--- config.mk ---
export PLATFORM = sky130hd
export DESIGN_NAME = decap_cfg_scheduler_flat
export DESIGN_NICKNAME = d
export VERILOG_FILES = /design/src/rtl/decap_pkg.sv /design/src/rtl/decap_cfg_scheduler_if.sv /design/src/rtl/decap_pkt_tracker.sv /design/src/rtl/decap_cfg_scheduler.sv /design/src/flat_wrapper.sv
export SDC_FILE = /design/constraint.sdc
export NUM_CORES = 1
export LEC_CHECK = 0
export BUFFER_PORTS_ARGS = -buffer_cell sky130_fd_sc_hd__buf_2
export CAP_MARGIN = 20
export CORE_AREA = 2 2 107 109
export CTS_CLUSTER_SIZE = 8
export DETAILED_ROUTE_END_ITERATION = 8
export DIE_AREA = 0 0 109 111
export MAX_ROUTING_LAYER = met4
export PLACE_DENSITY = 0.65
export SLEW_MARGIN = 20
export SYNTH_ARGS = -nofsm -noshare
export SYNTH_HDL_FRONTEND = slang
export SYNTH_HIERARCHICAL = 1
export SYNTH_SLANG_ARGS = --single-unit
--- constraint.sdc ---
create_clock -name ACLK -period 1.21 [get_ports ACLK]
set_input_delay 0.121 -clock ACLK [delete_from_list [all_inputs] [get_ports ACLK]]
set_output_delay 0.121 -clock ACLK [all_outputs]
set_load 0.005 [all_outputs]
--- src/rtl/decap_pkg.sv ---
// Shared definitions for the decap scheduler: config word field positions,
// reset configuration, packet-state encoding and the port-selection rule.
package decap_pkg;

    localparam int ENABLE_BIT = 0;
    localparam int PORTS_LSB  = 8;
    localparam int PROTO_LSB  = 16;

    localparam logic [31:0] DECAP_RESET_CFG = 32'h00B20501;

    typedef enum logic {
        PKT_SOP = 1'b0,
        PKT_MID = 1'b1
    } pkt_state_e;

    function automatic logic port_sel(input logic [31:0] cfg, input logic [7:0] src_port);
        return cfg[ENABLE_BIT] & (|(src_port & cfg[PORTS_LSB +: 8]));
    endfunction

endpackage

--- src/rtl/decap_cfg_scheduler_if.sv ---
// Config-write, monitored-stream and counter signals of the decap scheduler.
// Master drives config/stream/clear; slave (the scheduler) returns status and decisions.
interface decap_cfg_scheduler_if #(
    parameter int TUSER_W = 128
);
    logic               cfg_wr_valid;
    logic [31:0]        cfg_wr_data;
    logic               cfg_wr_ready;
    logic               cfg_pending;
    logic [31:0]        cfg_active;
    logic [7:0]         encap_proto;
    logic               axis_tvalid;
    logic               axis_tready;
    logic               axis_tlast;
    logic [TUSER_W-1:0] axis_tuser;
    logic               decap_active;
    logic               cnt_clear;
    logic [31:0]        decap_pkt_cnt;
    logic [31:0]        pass_pkt_cnt;

    modport master (
        output cfg_wr_valid, cfg_wr_data, axis_tvalid, axis_tready, axis_tlast,
               axis_tuser, cnt_clear,
        input  cfg_wr_ready, cfg_pending, cfg_active, encap_proto, decap_active,
               decap_pkt_cnt, pass_pkt_cnt
    );

    modport slave (
        input  cfg_wr_valid, cfg_wr_data, axis_tvalid, axis_tready, axis_tlast,
               axis_tuser, cnt_clear,
        output cfg_wr_ready, cfg_pending, cfg_active, encap_proto, decap_active,
               decap_pkt_cnt, pass_pkt_cnt
    );

endinterface

--- src/rtl/decap_pkt_tracker.sv ---
// SOP/MID packet tracker; first_beat/last_beat are combinational strobes of the current beat.
// Pure observer of the stream: never applies backpressure.
module decap_pkt_tracker
    import decap_pkg::*;
(
    input  logic       clk,
    input  logic       rst,
    input  logic       beat,
    input  logic       tlast,
    output pkt_state_e state,
    output logic       first_beat,
    output logic       last_beat
);

    pkt_state_e state_q, state_d;

    always_ff @(posedge clk) begin
        if (rst) begin
            state_q <= PKT_SOP;
        end else begin
            state_q <= state_d;
        end
    end

    always_comb begin
        state_d    = state_q;
        first_beat = beat & (state_q == PKT_SOP);
        last_beat  = beat & tlast;
        case (state_q)
            PKT_SOP: if (beat && !tlast) state_d = PKT_MID;
            PKT_MID: if (beat && tlast)  state_d = PKT_SOP;
            default: state_d = PKT_SOP;
        endcase
    end

    assign state = state_q;

endmodule

--- src/rtl/decap_cfg_scheduler.sv ---
// Applies config words only at packet boundaries and holds each packet's decap decision from its first beat; counters exist when DECAP_SCHED_CNT_EN is defined.
// Decision is combinational on the first beat, config applies one edge after accept when idle; observes the stream, never stalls it.
module decap_cfg_scheduler
    import decap_pkg::*;
#(
    parameter int          C_S_AXIS_TUSER_WIDTH = 128,
    parameter int          SRC_PORT_POS         = 16,
    parameter logic [31:0] RESET_CFG            = DECAP_RESET_CFG
) (
    input  logic                  ACLK,
    input  logic                  ARESET,
    decap_cfg_scheduler_if.slave  bus
);

    logic [C_S_AXIS_TUSER_WIDTH-1:0] tuser;
    logic       beat, sel, first_beat, last_beat, accept, apply;
    pkt_state_e pkt_state;

    logic [31:0] cfg_active_q, cfg_active_d;
    logic [31:0] cfg_word_q, cfg_word_d;
    logic        cfg_pending_q, cfg_pending_d;
    logic        decision_q, decision_d;

    assign tuser = bus.axis_tuser;
    assign beat  = bus.axis_tvalid & bus.axis_tready;
    assign sel   = port_sel(cfg_active_q, tuser[SRC_PORT_POS +: 8]);

    decap_pkt_tracker u_tracker (
        .clk        (ACLK),
        .rst        (ARESET),
        .beat       (beat),
        .tlast      (bus.axis_tlast),
        .state      (pkt_state),
        .first_beat (first_beat),
        .last_beat  (last_beat)
    );

    // A packet that has started but not ended holds off the apply until its tlast beat.
    assign apply  = cfg_pending_q & (((pkt_state == PKT_SOP) & ~beat) | last_beat);
    assign accept = bus.cfg_wr_valid & ~cfg_pending_q;

    always_comb begin
        cfg_active_d  = cfg_active_q;
        cfg_word_d    = cfg_word_q;
        cfg_pending_d = cfg_pending_q;
        decision_d    = first_beat ? sel : decision_q;
        if (apply) begin
            cfg_active_d  = cfg_word_q;
            cfg_pending_d = 1'b0;
        end
        if (accept) begin
            cfg_word_d    = bus.cfg_wr_data;
            cfg_pending_d = 1'b1;
        end
    end

    always_ff @(posedge ACLK) begin
        if (ARESET) begin
            cfg_active_q  <= RESET_CFG;
            cfg_word_q    <= '0;
            cfg_pending_q <= 1'b0;
            decision_q    <= 1'b0;
        end else begin
            cfg_active_q  <= cfg_active_d;
            cfg_word_q    <= cfg_word_d;
            cfg_pending_q <= cfg_pending_d;
            decision_q    <= decision_d;
        end
    end

    assign bus.cfg_wr_ready = ~cfg_pending_q;
    assign bus.cfg_pending  = cfg_pending_q;
    assign bus.cfg_active   = cfg_active_q;
    assign bus.encap_proto  = cfg_active_q[PROTO_LSB +: 8];
    assign bus.decap_active = bus.axis_tvalid & ((pkt_state == PKT_SOP) ? sel : decision_q);

`ifdef DECAP_SCHED_CNT_EN
    logic [31:0] decap_pkt_cnt_q, decap_pkt_cnt_d;
    logic [31:0] pass_pkt_cnt_q, pass_pkt_cnt_d;

    always_comb begin
        decap_pkt_cnt_d = decap_pkt_cnt_q;
        pass_pkt_cnt_d  = pass_pkt_cnt_q;
        if (bus.cnt_clear) begin
            decap_pkt_cnt_d = '0;
            pass_pkt_cnt_d  = '0;
        end else if (first_beat) begin
            if (sel) decap_pkt_cnt_d = decap_pkt_cnt_q + 32'd1;
            else     pass_pkt_cnt_d  = pass_pkt_cnt_q + 32'd1;
        end
    end

    always_ff @(posedge ACLK) begin
        if (ARESET) begin
            decap_pkt_cnt_q <= '0;
            pass_pkt_cnt_q  <= '0;
        end else begin
            decap_pkt_cnt_q <= decap_pkt_cnt_d;
            pass_pkt_cnt_q  <= pass_pkt_cnt_d;
        end
    end

    assign bus.decap_pkt_cnt = decap_pkt_cnt_q;
    assign bus.pass_pkt_cnt  = pass_pkt_cnt_q;
`else
    logic unused_cnt_clear;
    assign unused_cnt_clear  = bus.cnt_clear;
    assign bus.decap_pkt_cnt = '0;
    assign bus.pass_pkt_cnt  = '0;
`endif

endmodule

--- src/flat_wrapper.sv ---
// flat-port wrapper written by rule: the top's interface ports become plain ports
module decap_cfg_scheduler_flat import decap_pkg::*;
#(
    parameter int          C_S_AXIS_TUSER_WIDTH = 128,
    parameter int          SRC_PORT_POS         = 16,
    parameter logic [31:0] RESET_CFG            = DECAP_RESET_CFG
)
  (ACLK, ARESET, bus_cfg_wr_valid, bus_cfg_wr_data, bus_axis_tvalid, bus_axis_tready, bus_axis_tlast, bus_axis_tuser, bus_cnt_clear, bus_cfg_wr_ready, bus_cfg_pending, bus_cfg_active, bus_encap_proto, bus_decap_active, bus_decap_pkt_cnt, bus_pass_pkt_cnt);
  decap_cfg_scheduler_if #(.TUSER_W((128))) bus_i ();
  input  logic ACLK;
  input  logic ARESET;
  input wire logic [$bits(bus_i.cfg_wr_valid)-1:0] bus_cfg_wr_valid;
  input wire logic [$bits(bus_i.cfg_wr_data)-1:0] bus_cfg_wr_data;
  input wire logic [$bits(bus_i.axis_tvalid)-1:0] bus_axis_tvalid;
  input wire logic [$bits(bus_i.axis_tready)-1:0] bus_axis_tready;
  input wire logic [$bits(bus_i.axis_tlast)-1:0] bus_axis_tlast;
  input wire logic [$bits(bus_i.axis_tuser)-1:0] bus_axis_tuser;
  input wire logic [$bits(bus_i.cnt_clear)-1:0] bus_cnt_clear;
  output wire logic [$bits(bus_i.cfg_wr_ready)-1:0] bus_cfg_wr_ready;
  output wire logic [$bits(bus_i.cfg_pending)-1:0] bus_cfg_pending;
  output wire logic [$bits(bus_i.cfg_active)-1:0] bus_cfg_active;
  output wire logic [$bits(bus_i.encap_proto)-1:0] bus_encap_proto;
  output wire logic [$bits(bus_i.decap_active)-1:0] bus_decap_active;
  output wire logic [$bits(bus_i.decap_pkt_cnt)-1:0] bus_decap_pkt_cnt;
  output wire logic [$bits(bus_i.pass_pkt_cnt)-1:0] bus_pass_pkt_cnt;
  assign bus_i.cfg_wr_valid = bus_cfg_wr_valid;
  assign bus_i.cfg_wr_data = bus_cfg_wr_data;
  assign bus_i.axis_tvalid = bus_axis_tvalid;
  assign bus_i.axis_tready = bus_axis_tready;
  assign bus_i.axis_tlast = bus_axis_tlast;
  assign bus_i.axis_tuser = bus_axis_tuser;
  assign bus_i.cnt_clear = bus_cnt_clear;
  assign bus_cfg_wr_ready = bus_i.cfg_wr_ready;
  assign bus_cfg_pending = bus_i.cfg_pending;
  assign bus_cfg_active = bus_i.cfg_active;
  assign bus_encap_proto = bus_i.encap_proto;
  assign bus_decap_active = bus_i.decap_active;
  assign bus_decap_pkt_cnt = bus_i.decap_pkt_cnt;
  assign bus_pass_pkt_cnt = bus_i.pass_pkt_cnt;
  decap_cfg_scheduler #(.C_S_AXIS_TUSER_WIDTH(C_S_AXIS_TUSER_WIDTH), .SRC_PORT_POS(SRC_PORT_POS), .RESET_CFG(RESET_CFG)) u_core (.ACLK(ACLK), .ARESET(ARESET), .bus(bus_i));
endmodule
==> impl_metrics.csv <==
group,metric,value,unit
run_status,status,"complete, but fails checks",
run_status,violations,"setup timing",
global_route,grt_max_degree,55,
cts,cts_tree,"done",
timing,fmax,725.6,MHz
layout,layout.nets,627,
critical_path,worst-setup-path-type,"flop to output port",
routing,vias_per_cell,3.995,
power_and_ir_drop,switching_power,1.419,mW
hold_path,hold_depth,3,
power_and_ir_drop,internal-power,4.265,mW
die,fp-row-count,39,
power_and_ir_drop,ir_drop,0.7271,mV
synthesis,synth_top_area_share,40.99,%
routing,via_count,2437,
routing,postRouteAntennaNets,0,
place,placed_area,3571,um2
global_route,grt.overflow.total,0,
routing,drt-total-wl,6964,um
layout,drive_gt1_share,30.32,%
routing,drtPass1Iterations,4,
global_route,grt_usage,11.72,%
critical_path,crit_path_top_delay_cell,"dfxtp_2",
synthesis,synth_area_leader_cell,"dfxtp_1",
cts,cts_root_buf,"clkbuf_16",
critical_path,critPathMaxStageDelay,340,ps
layout,syn2layout_area_growth,21.76,%
power_and_ir_drop,p_comb_share,12.2,%
synthesis,syn_inst,377,
routing,drt_iter0_markers,143,
timing,hold_ws,33.25,ps
place,port_buffers,88,
synthesis,synth_warnings,6,
timing,rsz0062_at_grt,"true",
timing,period_needed,1378,ps
cts,clk_latency,320,ps
hold_path,hold_path.class,"input pin to flop",
timing,fin_tns_setup,-168.2,ps
global_route,antenna_found_initial,2,
synthesis,postSynthAreaPerCell,8.679,um2
global_route,use_met3,4.233,%
layout,fin_cells,610,
synthesis,ys_ff_latch,67,
synthesis,synthTopCellsByArea,"dfxtp_1 41%, buf_4 17%, mux2i_1 9.8%",
power_and_ir_drop,total_power,5.683,mW
cts,h-tree-depth,3,
cts,holdBufCountCts,0,
cts,cts_buffers,9,
die,floorplan.initialDensity,29.54,%
timing,slew_violations,0,
place,place.gp.congestion,0.7208,
power_and_ir_drop,pwr-share-clk,45.6,%
power_and_ir_drop,leakagePower,1.756,nW
layout,design_area,3984,um2
job,drv_cap,0,
critical_path,cp-end-kind,"output port",
timing,hold_viol,0,
synthesis,seq_area_frac_synth,40.99,%
timing,setup_viol,1,
global_route,grt_pass1_wl,10740,um
global_route,use_met2,17.89,%
die,die_w,109,um
global_route,use_met1,14.17,%
cts,clkSinkCount,67,
place,hpwlAfterDp,4862,um
critical_path,arrival,1260,ps
cts,clk_pin_slew,60,ps
die,fp.coreArea,11080,um2
global_route,busiest_layer,"met2",
power_and_ir_drop,netSwitchingFraction,24.96,%
synthesis,syn-cell-area,3272,um2
timing,fin_crit_sh,113.9,%
die,dieArea,12100,um2
synthesis,ys_types,26,
critical_path,crit_fanout,3,
die,die_h,111,um
critical_path,cp-start-kind,"flop",
cts,cts_buffer_depth,2,
die,ios,274,
power_and_ir_drop,power_density,1427,nW/um2
critical_path,reg2regPathDepth,5,
timing,final.setup.worst_slack,-168.2,ps
global_route,grt_pass1_vias,2216,
critical_path,required,1090,ps
timing,final.setup_skew,6.429,ps
routing,post_drt_wl_per_cell,11.42,um
power_and_ir_drop,p_seq_share,42.2,%
routing,remaining_drc_errors,0,
critical_path,crit_chain,"a22oi_2 > and4_4 > o21ai_2 > buf_2",
place,post-place-cells,587,
[worst paths after layout]
kind                             start                         to  slack (ps)
min reg2reg      u_core/cfg_word_q[27]      u_core/cfg_word_q[27]         450
max reg2reg                       flop  u_core/bus.cfg_active[19]          20
max          u_core/bus.cfg_active[11]           bus_decap_active        -170
min                 bus_cfg_wr_data[2]       u_core/cfg_word_q[2]          30
[routing by layer]
layer	routed length (um)	up-vias	share of wire (%)
met4	53	0	0.76
met2	3132	114	45
met1	3167	1082	45
met3	610	6	8.8
met5	0	-	0
li1	-	1235	-
[sequential cells by signal, summed over array words and instances, names as in the netlist, named ones only]
register and flops:
u_core/bus.cfg_active 32, u_core/cfg_word_q 32, u_core/bus.cfg_pending 1, u_core/decision_q 1
[power by group through the flow]
stage / Clock, mW / Combinational (mW) / Sequential [mW]
3_5_place_dp: 0 / 0.642 / 2.44
5_1_grt: 2.78 / 0.773 / 2.41
2_1_floorplan: 0 / 0.584 / 2.43
3_3_place_gp: 0 / 0.631 / 2.43
4_1_cts: 2.69 / 0.657 / 2.39
6_report: 2.59 / 0.694 / 2.40
[layout make-up]
cell class	count	area, um2
multi-input cells	278	1511
flip-flops and latches	67	1354
inverters	1	3.754
diodes	2	5.005
clock inverters	7	77.57
well taps	143	178.9
clock buffers	9	225.2
repair buffers	103	628.1
fillers	1136	7093
[cells in the mapped netlist (all sizes together)]
cell type and count:
nand2b 51, conb 1, o31ai 1, buf 85
nand3b 1, and4 1, and2 2, or3b 1
dfxtp 67, o21ai 1, inv 1, nand3 1
nor2 16, nand2 65, a21oi 33, nor2b 2
nor3 2, clkbuf 9, o21a 1, a22oi 4
mux2i 32
[critical path: cells and delay by family (launching register included)]
kind                   cells  cell delay [ps]
buffers and inverters      1              120
AOI/OAI and AO/OA          2              220
and+or+nand+nor            1              260
DFF                        1              340
[repair_timing]
item / 4_1_cts / 5_1_grt
pin swaps: 3 / 2
setup buffers: 1 / 3
gates resized for setup: 10 / 9
setup endpoints to repair: 1 / 32
gates cloned: 0 / 1
[through the flow]
step	utilization, %	setup slack, ps
after floorplan	-	87.51
after global placement	32.24	-17.77
after detailed placement	32.24	-42.82
after CTS	35.21	-197.1
after global routing	35.97	-220.0
final	35.97	-168.2
[logic make-up after synthesis]
| logic type | synth area share (%) |
|---|---|
| and+or+nand+nor | 21.45 |
| AOI/OAI and AO/OA | 6.578 |
| other | 0.1146 |
| buffers and inverters | 21.07 |
| DFF | 40.99 |
| muxes | 9.790 |
[placed cells by master, fill, tap and decap left out, drive strengths merged, types with 2 or more instances in the layout]
cell type / synthesis / layout
clkinv: 0 / 4
conb: 1 / 64
nor2: 16 / 16
nand2: 65 / 65
and2: 2 / 2
nand2b: 51 / 51
buf: 85 / 102
a21oi: 33 / 33
diode: 0 / 2
inv: 1 / 2
nor2b: 2 / 2
nor3: 2 / 2
dfxtp: 67 / 67
a22oi: 4 / 4
mux2i: 32 / 32
clkbuf: 9 / 10
(Power assumes the default switching activity.)
